<file path="src/rtl/exe_muldiv.sv">
// Iterative 32-cycle multiply/divide unit with HI/LO registers for the EXE stage.
// Optional `MULDIV_EARLY_OUT_EN ends a multiply once no multiplier bits remain.
module exe_muldiv #(
    parameter int unsigned MUL_CYCLES = 32
) (
    input  logic        clk,
    input  logic        rst_n,
    input  logic        start,
    input  logic [2:0]  op,
    input  logic [31:0] A,
    input  logic [31:0] B,
    input  logic        flush,
    output logic        busy,
    output logic        done,
    output logic [31:0] hi,
    output logic [31:0] lo
);

    localparam int unsigned CntW = $clog2(MUL_CYCLES);

    localparam logic [2:0] OpMult  = 3'b001;
    localparam logic [2:0] OpMultu = 3'b010;
    localparam logic [2:0] OpDiv   = 3'b011;
    localparam logic [2:0] OpDivu  = 3'b100;
    localparam logic [2:0] OpMthi  = 3'b101;
    localparam logic [2:0] OpMtlo  = 3'b110;

    typedef enum logic [1:0] {StIdle, StCalc, StFix} state_e;

    state_e          state_q;
    logic [CntW-1:0] cnt_q;
    logic            is_div_q;
    logic            neg_quo_q;
    logic            neg_rem_q;
    logic [63:0]     acc_q;
    logic [63:0]     mcand_q;
    logic [31:0]     opa_q;   // divide: dividend shifting out, quotient shifting in
    logic [31:0]     opb_q;   // multiply: multiplier shifting right; divide: divisor
    logic [31:0]     rem_q;
    logic [31:0]     hi_q;
    logic [31:0]     lo_q;
    logic            done_q;

    logic            is_mul;
    logic            is_div;
    logic            is_signed;
    logic [31:0]     a_abs;
    logic [31:0]     b_abs;
    logic [63:0]     acc_sum;
    logic [32:0]     rem_shift;
    logic            rem_ge;
    logic [31:0]     rem_sub;
    logic [31:0]     rem_d;
    logic            cnt_last;
    logic            mul_last;
    logic [63:0]     prod_fix;
    logic [31:0]     quo_fix;
    logic [31:0]     rem_fix;

    always_comb begin
        is_mul    = (op == OpMult) || (op == OpMultu);
        is_div    = (op == OpDiv) || (op == OpDivu);
        is_signed = (op == OpMult) || (op == OpDiv);
        a_abs     = (is_signed && A[31]) ? -A : A;
        b_abs     = (is_signed && B[31]) ? -B : B;
    end

    always_comb begin
        acc_sum   = acc_q + (opb_q[0] ? mcand_q : 64'd0);
        rem_shift = {rem_q, opa_q[31]};
        rem_ge    = rem_shift >= {1'b0, opb_q};
        // Exact whenever rem_ge holds, since the true difference is below 2^32.
        rem_sub   = rem_shift[31:0] - opb_q;
        rem_d     = rem_ge ? rem_sub : rem_shift[31:0];
        cnt_last  = cnt_q == CntW'(MUL_CYCLES - 1);
`ifdef MULDIV_EARLY_OUT_EN
        mul_last  = cnt_last || (opb_q[31:1] == 31'd0);
`else
        mul_last  = cnt_last;
`endif
        prod_fix  = neg_quo_q ? -acc_q : acc_q;
        quo_fix   = neg_quo_q ? -opa_q : opa_q;
        rem_fix   = neg_rem_q ? -rem_q : rem_q;
    end

    always_ff @(posedge clk or negedge rst_n) begin
        if (!rst_n) begin
            state_q   <= StIdle;
            cnt_q     <= '0;
            is_div_q  <= 1'b0;
            neg_quo_q <= 1'b0;
            neg_rem_q <= 1'b0;
            acc_q     <= '0;
            mcand_q   <= '0;
            opa_q     <= '0;
            opb_q     <= '0;
            rem_q     <= '0;
            hi_q      <= '0;
            lo_q      <= '0;
            done_q    <= 1'b0;
        end else begin
            done_q <= 1'b0;
            if (flush) begin
                state_q <= StIdle;
            end else begin
                unique case (state_q)
                    StIdle: begin
                        if (start) begin
                            if (op == OpMthi) begin
                                hi_q <= A;
                            end else if (op == OpMtlo) begin
                                lo_q <= A;
                            end else if (is_mul || is_div) begin
                                is_div_q <= is_div;
                                cnt_q    <= '0;
                                acc_q    <= '0;
                                mcand_q  <= {32'd0, a_abs};
                                opb_q    <= b_abs;
                                if (is_div && (B == 32'd0)) begin
                                    // Divide by zero: preload the fixed result, skip CALC.
                                    opa_q     <= '1;
                                    rem_q     <= A;
                                    neg_quo_q <= 1'b0;
                                    neg_rem_q <= 1'b0;
                                    state_q   <= StFix;
                                end else begin
                                    opa_q     <= a_abs;
                                    rem_q     <= '0;
                                    neg_quo_q <= is_signed && (A[31] ^ B[31]);
                                    neg_rem_q <= is_signed && A[31];
                                    state_q   <= StCalc;
                                end
                            end
                        end
                    end
                    StCalc: begin
                        cnt_q <= cnt_q + 1'b1;
                        if (is_div_q) begin
                            opa_q <= {opa_q[30:0], rem_ge};
                            rem_q <= rem_d;
                            if (cnt_last) state_q <= StFix;
                        end else begin
                            acc_q   <= acc_sum;
                            mcand_q <= mcand_q << 1;
                            opb_q   <= opb_q >> 1;
                            if (mul_last) state_q <= StFix;
                        end
                    end
                    StFix: begin
                        if (is_div_q) begin
                            lo_q <= quo_fix;
                            hi_q <= rem_fix;
                        end else begin
                            hi_q <= prod_fix[63:32];
                            lo_q <= prod_fix[31:0];
                        end
                        done_q  <= 1'b1;
                        state_q <= StIdle;
                    end
                    default: state_q <= StIdle;
                endcase
            end
        end
    end

    assign busy = state_q != StIdle;
    assign done = done_q;
    assign hi   = hi_q;
    assign lo   = lo_q;

endmodule
</file>
<file path="config.mk">
export PLATFORM = sky130hd
export DESIGN_NAME = exe_muldiv
export DESIGN_NICKNAME = d
export VERILOG_FILES = /design/src/rtl/exe_muldiv.sv
export SDC_FILE = /design/constraint.sdc
export NUM_CORES = 1
export LEC_CHECK = 0
export CAP_MARGIN = 20
export CORE_MARGIN = 1
export CORE_UTILIZATION = 30
export CTS_CLUSTER_DIAMETER = 200
export DETAILED_ROUTE_END_ITERATION = 7
export RECOVER_POWER = 100
export SLEW_MARGIN = 15
export SYNTH_ARGS = -nofsm -noshare
export SYNTH_HDL_FRONTEND = slang
export SYNTH_SLANG_ARGS = --single-unit
export TNS_END_PERCENT = 10
</file>
<file path="constraint.sdc">
create_clock -name clk -period 5.98 [get_ports clk]
set_clock_uncertainty 0.05 [all_clocks]
set_input_delay 0.897 -clock clk [delete_from_list [all_inputs] [get_ports clk]]
set_output_delay 0.897 -clock clk [all_outputs]
set_load 0.02 [all_outputs]
</file>
==> qor.yml, run 1 <==
post-cts-setup-buffers: 0
clk_latency_ps: 590
numCtsBuffers: 38
p_int_uw: 6110
core_um2: 76100
period_share_pct: 83.0
hp-class: "input pin to asynchronous set/reset pin"
syn_nets: 3081
clk_pin_slew_ps: 60
layout-drive-gt1-share_pct: 4.20
crit_chain: "dlygate4sd3_1 -> nor2_1 -> xnor2_1 -> a21oi_1 -> or3_1 -> a21o_1 -> clkbuf_2 -> o21ai_0"
drt_first_pass_iters: 6
gp_congestion: 0.922
initial_core_util_pct: 30.4
synth_cells: 2906
drv_slew: 341
synth.ff_latch_count: 299
drt_iter0_markers: 1869
tightest_slew_ps: 3040
violations: "capacitance limit, slew limit"
synth.cell_area_um2: 23100
pre_cts_slack_ps: 1200
cp.arrival_ps: 5220
relSlewSlack_pct: -103
grt_overflow: 0
tritoncts: "built"
p_clk_share_pct: 22.3
grt_pass1_wl_um: 123000
regToRegStartpoint: "state_q[0]$_DFFE_PN0P_"
fmax_ghz: 0.201
cts_hold_buffers: 0
fin_cells: 3982
crit_path_start_kind: "input pin"
grt_max_degree: 88
r2r_cells: 5
row_count: 101
crit_slowest_cell: "a21o_1"
nets: 3097
ant_nets: 0
detail_route.drc_violations: 0
io_buffers: 136
cts_buffer_depth: 3
cp.required_ps: 6230
synth_seq_area_share_pct: 32.4
antenna_found_initial: 6
io_pins: 137
cts-htree-levels: 2
root_buffer: "clkbuf_16"
async_reset_ff_share_pct: 100
switching_share_pct: 44.8
finalWirelength_um: 80000
vdd_drop_max_mv: 0.225
crit_fanout: 61
setup_ws_ps: 1010
clock-sinks: 299
powerDensity_nw_per_um2: 416
crit_buf_inv: 2
status: "complete, but fails checks"
grt_usage_pct: 20.1
post_drt_wl_per_cell_um: 20.1
syn_to_final_growth_pct: 15.0
synth-edff-count: 0
max_stage_delay_ps: 1320
fp.dieW_um: 280
first_global_vias: 20600
maxCapViolations: 8
ys_types: 85
rsz0062_at_grt: "no"
yosys_warnings: 0
avgViaCountPerCell: 5.49
ff2ff_setup_slack_ps: 1250
power_frac_seq_pct: 30.1
end_kind: "flip-flop"
leakagePower_uw: 0.0113
reg2reg_to: "opb_q[0]$_DFFE_PN0P_"
hold_viol_final: 0
comb_power_share_pct: 47.6
criticalPathCategory: "input pin to flip-flop"
dpl.cell_count: 3912
place_hpwl_um: 59400
dieArea_um2: 78200
synth_ff_type: "dfrtp_1"
fillCellCount: 8053
p_switching_uw: 4960
vias: 21800
period_minus_slack_ps: 4970
die_h_um: 280
setup_tns_ps: 0
path_delay_family: "compound AO/OA/AOI/OAI gates"
setup_violations: 0
whs_ps: 282
cts-resized-gates: 0
syn_area_per_cell_um2: 7.96
## synthesized netlist by cell type, types with 14 or more instances
master	count	area share, %
o41ai_1	25	0.95
inv_1	82	1.3
nor2_1	204	3.3
xnor2_1	131	5.0
and2_1	73	2.0
mux2i_1	39	1.7
a22o_1	42	1.6
nand3_1	40	0.87
or3_1	23	0.62
a31oi_1	24	0.65
o21ai_0	345	7.5
a21oi_1	248	5.4
nor2b_1	15	0.41
dfrtp_1	299	32
or4_1	25	0.81
o21a_1	31	1.0
nand4_1	29	0.78
ha_1	102	5.5
o22ai_1	34	0.92
buf_1	19	0.31
xor2_1	124	4.7
nor4_1	14	0.38
clkbuf_1	167	2.7
a21o_1	38	1.2
o21bai_1	25	0.81
nor3_1	34	0.74
nand2_1	375	6.1
o31ai_1	55	1.8
a211oi_1	58	1.9
nand2b_1	20	0.54
## area by class of cell
class                      instances  area [µm²]  share of cell area, %
multi-input combinational       2335       14600                   54.9
sequential                       299        7490                   28.2
timing repair buffer             166        1580                   5.95
tap                             1030        1290                   4.85
clock buffer                      50        1110                   4.16
inverter                          82         308                   1.16
clock inverter                    17         216                  0.814
antenna                            3        7.51                 0.0282
## power groups by stage
stage / clock, µW / sequential [µW] / combinational, µW
floorplan: 0 / 3140 / 3780
global placement: 0 / 3360 / 5190
detailed placement: 0 / 3360 / 5230
CTS: 2520 / 3330 / 5260
global route: 2590 / 3400 / 5810
finish: 2470 / 3340 / 5260
## cell families after synthesis
kind of cell	Yosys count	synth area share, %
xor gates and xnor gates	255	9.66
AOI/OAI and AO/OA	1025	27.5
buffers and inverters	272	4.45
adders and majority gates	104	5.69
muxes	44	1.98
and+or+nand+nor	907	18.4
DFF	299	32.4
## per-layer routing
metal  part of all wire, %  vias up  track usage [%]
met5                 0.070        -                0
met4                   2.1        8             5.09
met3                   7.8      115             3.76
met2                    44      730             31.4
met1                    46    10500             28.4
li1                      -    10500                -
## sequential cells by signal (all words and copies together), names as in the netlist
signal,flops
hi,32
done,1
lo,32
neg_quo_q,1
state_q,2
opa_q,32
is_div_q,1
rem_q,32
neg_rem_q,1
cnt_q,5
mcand_q,64
acc_q,64
opb_q,32
## worst max-delay path by stage
stage,cells after the start,end,from
floorplan,12,rem_q[3]$_DFFE_PN0P_,B[11]
global placement,12,rem_q[3]$_DFFE_PN0P_,B[11]
detailed placement,11,rem_q[25]$_DFFE_PN0P_,B[11]
CTS,12,acc_q[59]$_DFFE_PN0P_,opb_q[0]$_DFFE_PN0P_
global route,8,opb_q[0]$_DFFE_PN0P_,op[1]
finish,8,opb_q[0]$_DFFE_PN0P_,op[1]
## layout by cell type, fill, tap and decap left out, drive strengths merged, types with 57 or more instances in the layout
cell type	n
clkdlybuf4s50	64
ha	102
clkbuf	60
xnor2	131
dfrtp	299
o31ai	57
nor2	204
a211oi	58
nand2	375
o21ai	356
inv	86
and2	75
a21oi	248
xor2	124
dlygate4sd3	71
## per-stage QoR
step	total power (µW)	utilization [%]	instance area [µm²]
2_1_floorplan	6920	-	23100
3_3_place_gp	8550	33.4	25400
3_5_place_dp	8590	33.4	25400
4_1_cts	11100	35.1	26700
5_1_grt	11800	34.9	26600
6_report	11100	34.9	26600
Power figures use the tool's default switching activity.
==> run 2: changes to the inputs <==
==> constraint.sdc (replaced) <==
create_clock -name clk -period 5.15 [get_ports clk]
set_clock_uncertainty 0.05 [all_clocks]
set_input_delay 0.7725 -clock clk [delete_from_list [all_inputs] [get_ports clk]]
set_output_delay 0.7725 -clock clk [all_outputs]
set_load 0.02 [all_outputs]
==> qor.yml, run 2 (synthesized netlist as in run 1, its figures left out) <==
setup_violations: 0
drv_slew: 313
switching_share_pct: 44.9
post-cts-setup-buffers: 0
met3_usage_pct: 3.61
powerDensity_nw_per_um2: 478
rsz0062_at_grt: "no"
power_frac_seq_pct: 30.5
crit_fanout: 14
worstSetupStartpoint: "B[11]"
first_global_vias: 20800
cp.arrival_ps: 5020
initial_core_util_pct: 30.4
tightest_slew_ps: 2680
leakagePower_uw: 0.0113
num_antenna_cells: 0
vias: 22000
layout_commonest_cell: "nand2_1"
status: "complete, but fails checks"
gp_congestion: 0.932
clk_pin_slew_ps: 50
period_minus_slack_ps: 4610
met2_usage_pct: 31.4
crit_end: "rem_q[29]$_DFFE_PN0P_"
stdcell_area_um2: 26700
post_drt_wl_per_cell_um: 20.0
reg_top3: "acc_q (64), mcand_q (64)"
grt_max_degree: 110
hold_viol_final: 0
dieArea_um2: 78200
reg2reg_to: "lo[30]$_DFFE_PN0P_"
root_buffer: "clkbuf_16"
cts-htree-levels: 2
io_pins: 137
violations: "capacitance limit, slew limit"
period_share_pct: 89.5
fin_cells: 3994
numCtsBuffers: 39
drt_iter0_markers: 1864
relSlewSlack_pct: -78.9
vdd_drop_max_mv: 0.305
top_usage_layer: "met2"
maxCapViolations: 5
clock-sinks: 299
end_kind: "flip-flop"
cp_common_cell: "a211oi_1"
antenna_found_initial: 3
cts-resized-gates: 0
detail_route.drc_violations: 0
io_buffers: 136
max_stage_delay_ps: 740
nets: 3113
row_count: 101
fmax_ghz: 0.217
syn_to_final_growth_pct: 15.4
crit_path_start_kind: "input pin"
cp.required_ps: 5560
comb_power_share_pct: 47.9
hp-class: "flip-flop to flip-flop"
ant_nets: 0
r2r_cells: 12
p_int_uw: 7030
cts_buffer_depth: 3
avgViaCountPerCell: 5.51
grt_usage_pct: 20.2
setup_tns_ps: 0
grt_overflow: 0
clk_latency_ps: 580
finalWirelength_um: 79900
whs_ps: 422
ff2ff_setup_slack_ps: 570
mostFrequentLayoutCells: "375 x nand2_1, 351 x o21ai_0, 298 x dfrtp_1, 248 x a21oi_1, 202 x nor2_1"
p_switching_uw: 5720
crit_chain: "dlygate4sd3_1 -> or3_1 -> or4_1 -> nor3_1 -> or3b_1 -> nand2b_1 -> nor4_1 -> clkbuf_1 -> a211oi_1 -> a211oi_1"
die_h_um: 280
regToRegStartpoint: "opa_q[0]$_DFFE_PN0P_"
tritoncts: "built"
p_clk_share_pct: 21.6
layout-drive-gt1-share_pct: 4.76
core_um2: 76100
cts_hold_buffers: 0
fillCellCount: 8111
fp.dieW_um: 280
drt_first_pass_iters: 7
grt_pass1_wl_um: 124000
criticalPathCategory: "input pin to flip-flop"
final_core_util_pct: 35.1
dpl.cell_count: 3925
place_area_um2: 25500
crit_slowest_cell: "clkbuf_1"
met1_usage_pct: 28.5
place_hpwl_um: 60100
run 2: routing by layer:
layer	share of wire, %	routed length (µm)
met1	46	36600
met2	44	35200
met3	7.6	6060
met4	2.6	2050
met5	0.029	23
run 2: worst max-delay path: cells and delay by family:
| kind | cells | cell delay, ps |
|---|---|---|
| AOI/OAI and AO/OA | 2 | 440 |
| buffers and inverters | 2 | 1330 |
| and+or+nand+nor | 6 | 2460 |
run 2: worst min-delay path by stage:
| stage | slack, ps | to | depth (start not counted) | startpoint |
|---|---|---|---|---|
| 2_1_floorplan | 410 | cnt_q[4]$_DFFE_PN0P_ | 2 | cnt_q[4]$_DFFE_PN0P_ |
| 3_3_place_gp | 410 | hi[14]$_DFFE_PN0P_ | 2 | hi[14]$_DFFE_PN0P_ |
| 3_5_place_dp | 420 | lo[20]$_DFFE_PN0P_ | 2 | lo[20]$_DFFE_PN0P_ |
| 4_1_cts | 200 | acc_q[37]$_DFFE_PN0P_ | 1 | rst_n |
| 5_1_grt | 440 | lo[20]$_DFFE_PN0P_ | 2 | lo[20]$_DFFE_PN0P_ |
| 6_report | 420 | lo[12]$_DFFE_PN0P_ | 2 | lo[12]$_DFFE_PN0P_ |
run 2: area by class of cell:
class | count | area (µm²) | area share [%]
sequential | 299 | 7480 | 28.1
timing repair buffer | 181 | 1680 | 6.30
clock inverter | 13 | 136 | 0.511
tap | 1030 | 1290 | 4.83
clock buffer | 54 | 1130 | 4.25
inverter | 82 | 308 | 1.15
multi-input combinational | 2335 | 14600 | 54.9
run 2: stage by stage:
step,setup WS (ps),power [µW]
3_3_place_gp,777,9980
3_5_place_dp,635,10000
6_report,541,12800
4_1_cts,980,12800
2_1_floorplan,1580,8030
5_1_grt,329,13700
run 2: power by group through the flow:
stage	Combinational [µW]	Sequential (µW)	Clock, µW
6_report	6110	3880	2760
5_1_grt	6780	3970	2910
4_1_cts	6140	3880	2820
3_5_place_dp	6110	3910	0
3_3_place_gp	6070	3910	0
2_1_floorplan	4390	3650	0
==> run 3: changes to the inputs <==
==> constraint.sdc (replaced) <==
create_clock -name clk -period 4.84 [get_ports clk]
set_clock_uncertainty 0.05 [all_clocks]
set_input_delay 0.726 -clock clk [delete_from_list [all_inputs] [get_ports clk]]
set_output_delay 0.726 -clock clk [all_outputs]
set_load 0.02 [all_outputs]
==> qor.yml, run 3 (synthesized netlist as in run 1, its figures left out) <==
hp-class: "flip-flop to flip-flop"
reg_top3: "acc_q (64), mcand_q (64)"
vdd_drop_max_mv: 0.230
crit_path_start_kind: "flip-flop"
cp.required_ps: 5230
io_pins: 137
hold_viol_final: 0
comb_power_share_pct: 47.5
row_count: 101
end_kind: "flip-flop"
rsz0062_at_grt: "no"
tritoncts: "built"
gp_congestion: 0.930
fin_cells: 4013
detail_route.drc_violations: 0
avgViaCountPerCell: 5.49
seq_area_um2: 7480
drv_slew: 231
grt_max_degree: 104
period_share_pct: 92.1
hold_path.startpoint: "lo[1]$_DFFE_PN0P_"
setup_tns_ps: 0
grt_pass1_wl_um: 124000
regToRegStartpoint: "opa_q[1]$_DFFE_PN0P_"
powerDensity_nw_per_um2: 518
final_core_util_pct: 35.3
reg2reg_to: "lo[26]$_DFFE_PN0P_"
relSlewSlack_pct: -99.4
die_h_um: 280
switching_share_pct: 44.5
dieArea_um2: 78200
cts_buffer_depth: 3
setup_violations: 0
fp.dieW_um: 280
multi_input_area_um2: 14600
post-cts-setup-buffers: 0
p_switching_uw: 6190
vias: 22000
clk_pin_slew_ps: 60
maxCapViolations: 3
finalWirelength_um: 80500
pre_cts_slack_ps: 492
io_buffers: 136
r2r_cells: 11
nets: 3129
cts-resized-gates: 0
p_clk_share_pct: 22.9
p_int_uw: 7710
setup_ws_ps: 384
grt_overflow: 0
period_minus_slack_ps: 4460
mostFrequentLayoutCells: "375 x nand2_1, 347 x o21ai_0, 298 x dfrtp_1, 248 x a21oi_1, 202 x nor2_1"
fillCellCount: 8016
layout_commonest_cell: "nand2_1"
cts_hold_buffers: 0
fmax_ghz: 0.224
clk_latency_ps: 580
place_area_um2: 25600
clock-sinks: 299
holdPathEnd: "lo[1]$_DFFE_PN0P_"
stdcell_area_um2: 26800
root_buffer: "clkbuf_16"
crit_fanout: 5
post_drt_wl_per_cell_um: 20.1
first_global_vias: 20400
drt_first_pass_iters: 5
core_um2: 76100
layout-drive-gt1-share_pct: 5.00
antenna_found_initial: 6
ant_nets: 0
place_hpwl_um: 60700
initial_core_util_pct: 30.4
numCtsBuffers: 39
cp.arrival_ps: 4840
tightest_slew_ps: 2990
leakagePower_uw: 0.0114
holdPathStages: 2
violations: "capacitance limit, slew limit"
syn_to_final_growth_pct: 16.1
power_frac_seq_pct: 29.6
status: "complete, but fails checks"
grt_usage_pct: 20.3
dpl.cell_count: 3942
cts-htree-levels: 2
ff2ff_setup_slack_ps: 380
criticalPathCategory: "flip-flop to flip-flop"
drt_iter0_markers: 1969
==> run 3: cell types whose count changed in the layout (fill, tap and decap cells not counted), sizes merged <==
cell and delta:
buf +6, bufinv +5, clkbuf +8, clkdlybuf4s50 +2
clkinv -3, clkinvlp +1, diode +1, dlygate4sd3 -2
inv +1
==> run 3: layout make-up <==
| class | count | share of cell area, % |
|---|---|---|
| Clock buffer | 52 | 4.05 |
| Sequential cell | 299 | 27.9 |
| Inverter | 82 | 1.15 |
| Antenna cell | 1 | 0.00932 |
| Multi-Input combinational cell | 2335 | 54.4 |
| Timing Repair Buffer | 197 | 6.60 |
| Tap cell | 1030 | 4.80 |
| Clock inverter | 17 | 1.07 |
==> run 3: worst max-delay path: stages, from the launching register on <==
cell	delay, ps
dfrtp_1	430
inv_1	110
ha_1	200
or4b_2	640
or4_1	580
or2_2	360
o41ai_1	730
nand2_1	220
xnor2_1	240
a21oi_1	90
a21oi_1	540
o21ai_0	130
==> run 3: routing by layer <==
layer / GRT usage (%) / up-vias / share of wire (%) / routed length, µm
met5: 0 / - / 0.022 / 18
met1: 28.7 / 10600 / 45 / 36400
met3: 3.89 / 131 / 7.9 / 6400
met4: 5.79 / 4 / 2.5 / 2000
met2: 31.2 / 786 / 44 / 35700
li1: - / 10500 / - / -
==> run 3: per-stage QoR <==
step,hold slack [ps],total power (µW)
after floorplan,380,8550
after global placement,410,10700
after detailed placement,420,10700
after CTS,214,14000
after global routing,450,14800
final,419,13900
==> run 3: power by group through the flow <==
stage | registers, µW | logic, µW | clock network, µW
6_report | 4110 | 6610 | 3190
5_1_grt | 4200 | 7280 | 3320
4_1_cts | 4110 | 6630 | 3240
3_5_place_dp | 4140 | 6600 | 0
3_3_place_gp | 4140 | 6540 | 0
2_1_floorplan | 3880 | 4670 | 0
==> run 3: worst max path at each step <==
| stage | startpoint | to | slack (ps) | cells after the start |
|---|---|---|---|---|
| 2_1_floorplan | opb_q[0]$_DFFE_PN0P_ | acc_q[61]$_DFFE_PN0P_ | 1270 | 15 |
| 3_3_place_gp | B[11] | rem_q[3]$_DFFE_PN0P_ | 580 | 11 |
| 3_5_place_dp | B[11] | rem_q[25]$_DFFE_PN0P_ | 490 | 10 |
| 4_1_cts | opb_q[0]$_DFFE_PN0P_ | acc_q[56]$_DFFE_PN0P_ | 560 | 14 |
| 5_1_grt | opb_q[0]$_DFFE_PN0P_ | acc_q[56]$_DFFE_PN0P_ | 130 | 14 |
| 6_report | opa_q[1]$_DFFE_PN0P_ | lo[26]$_DFFE_PN0P_ | 380 | 11 |
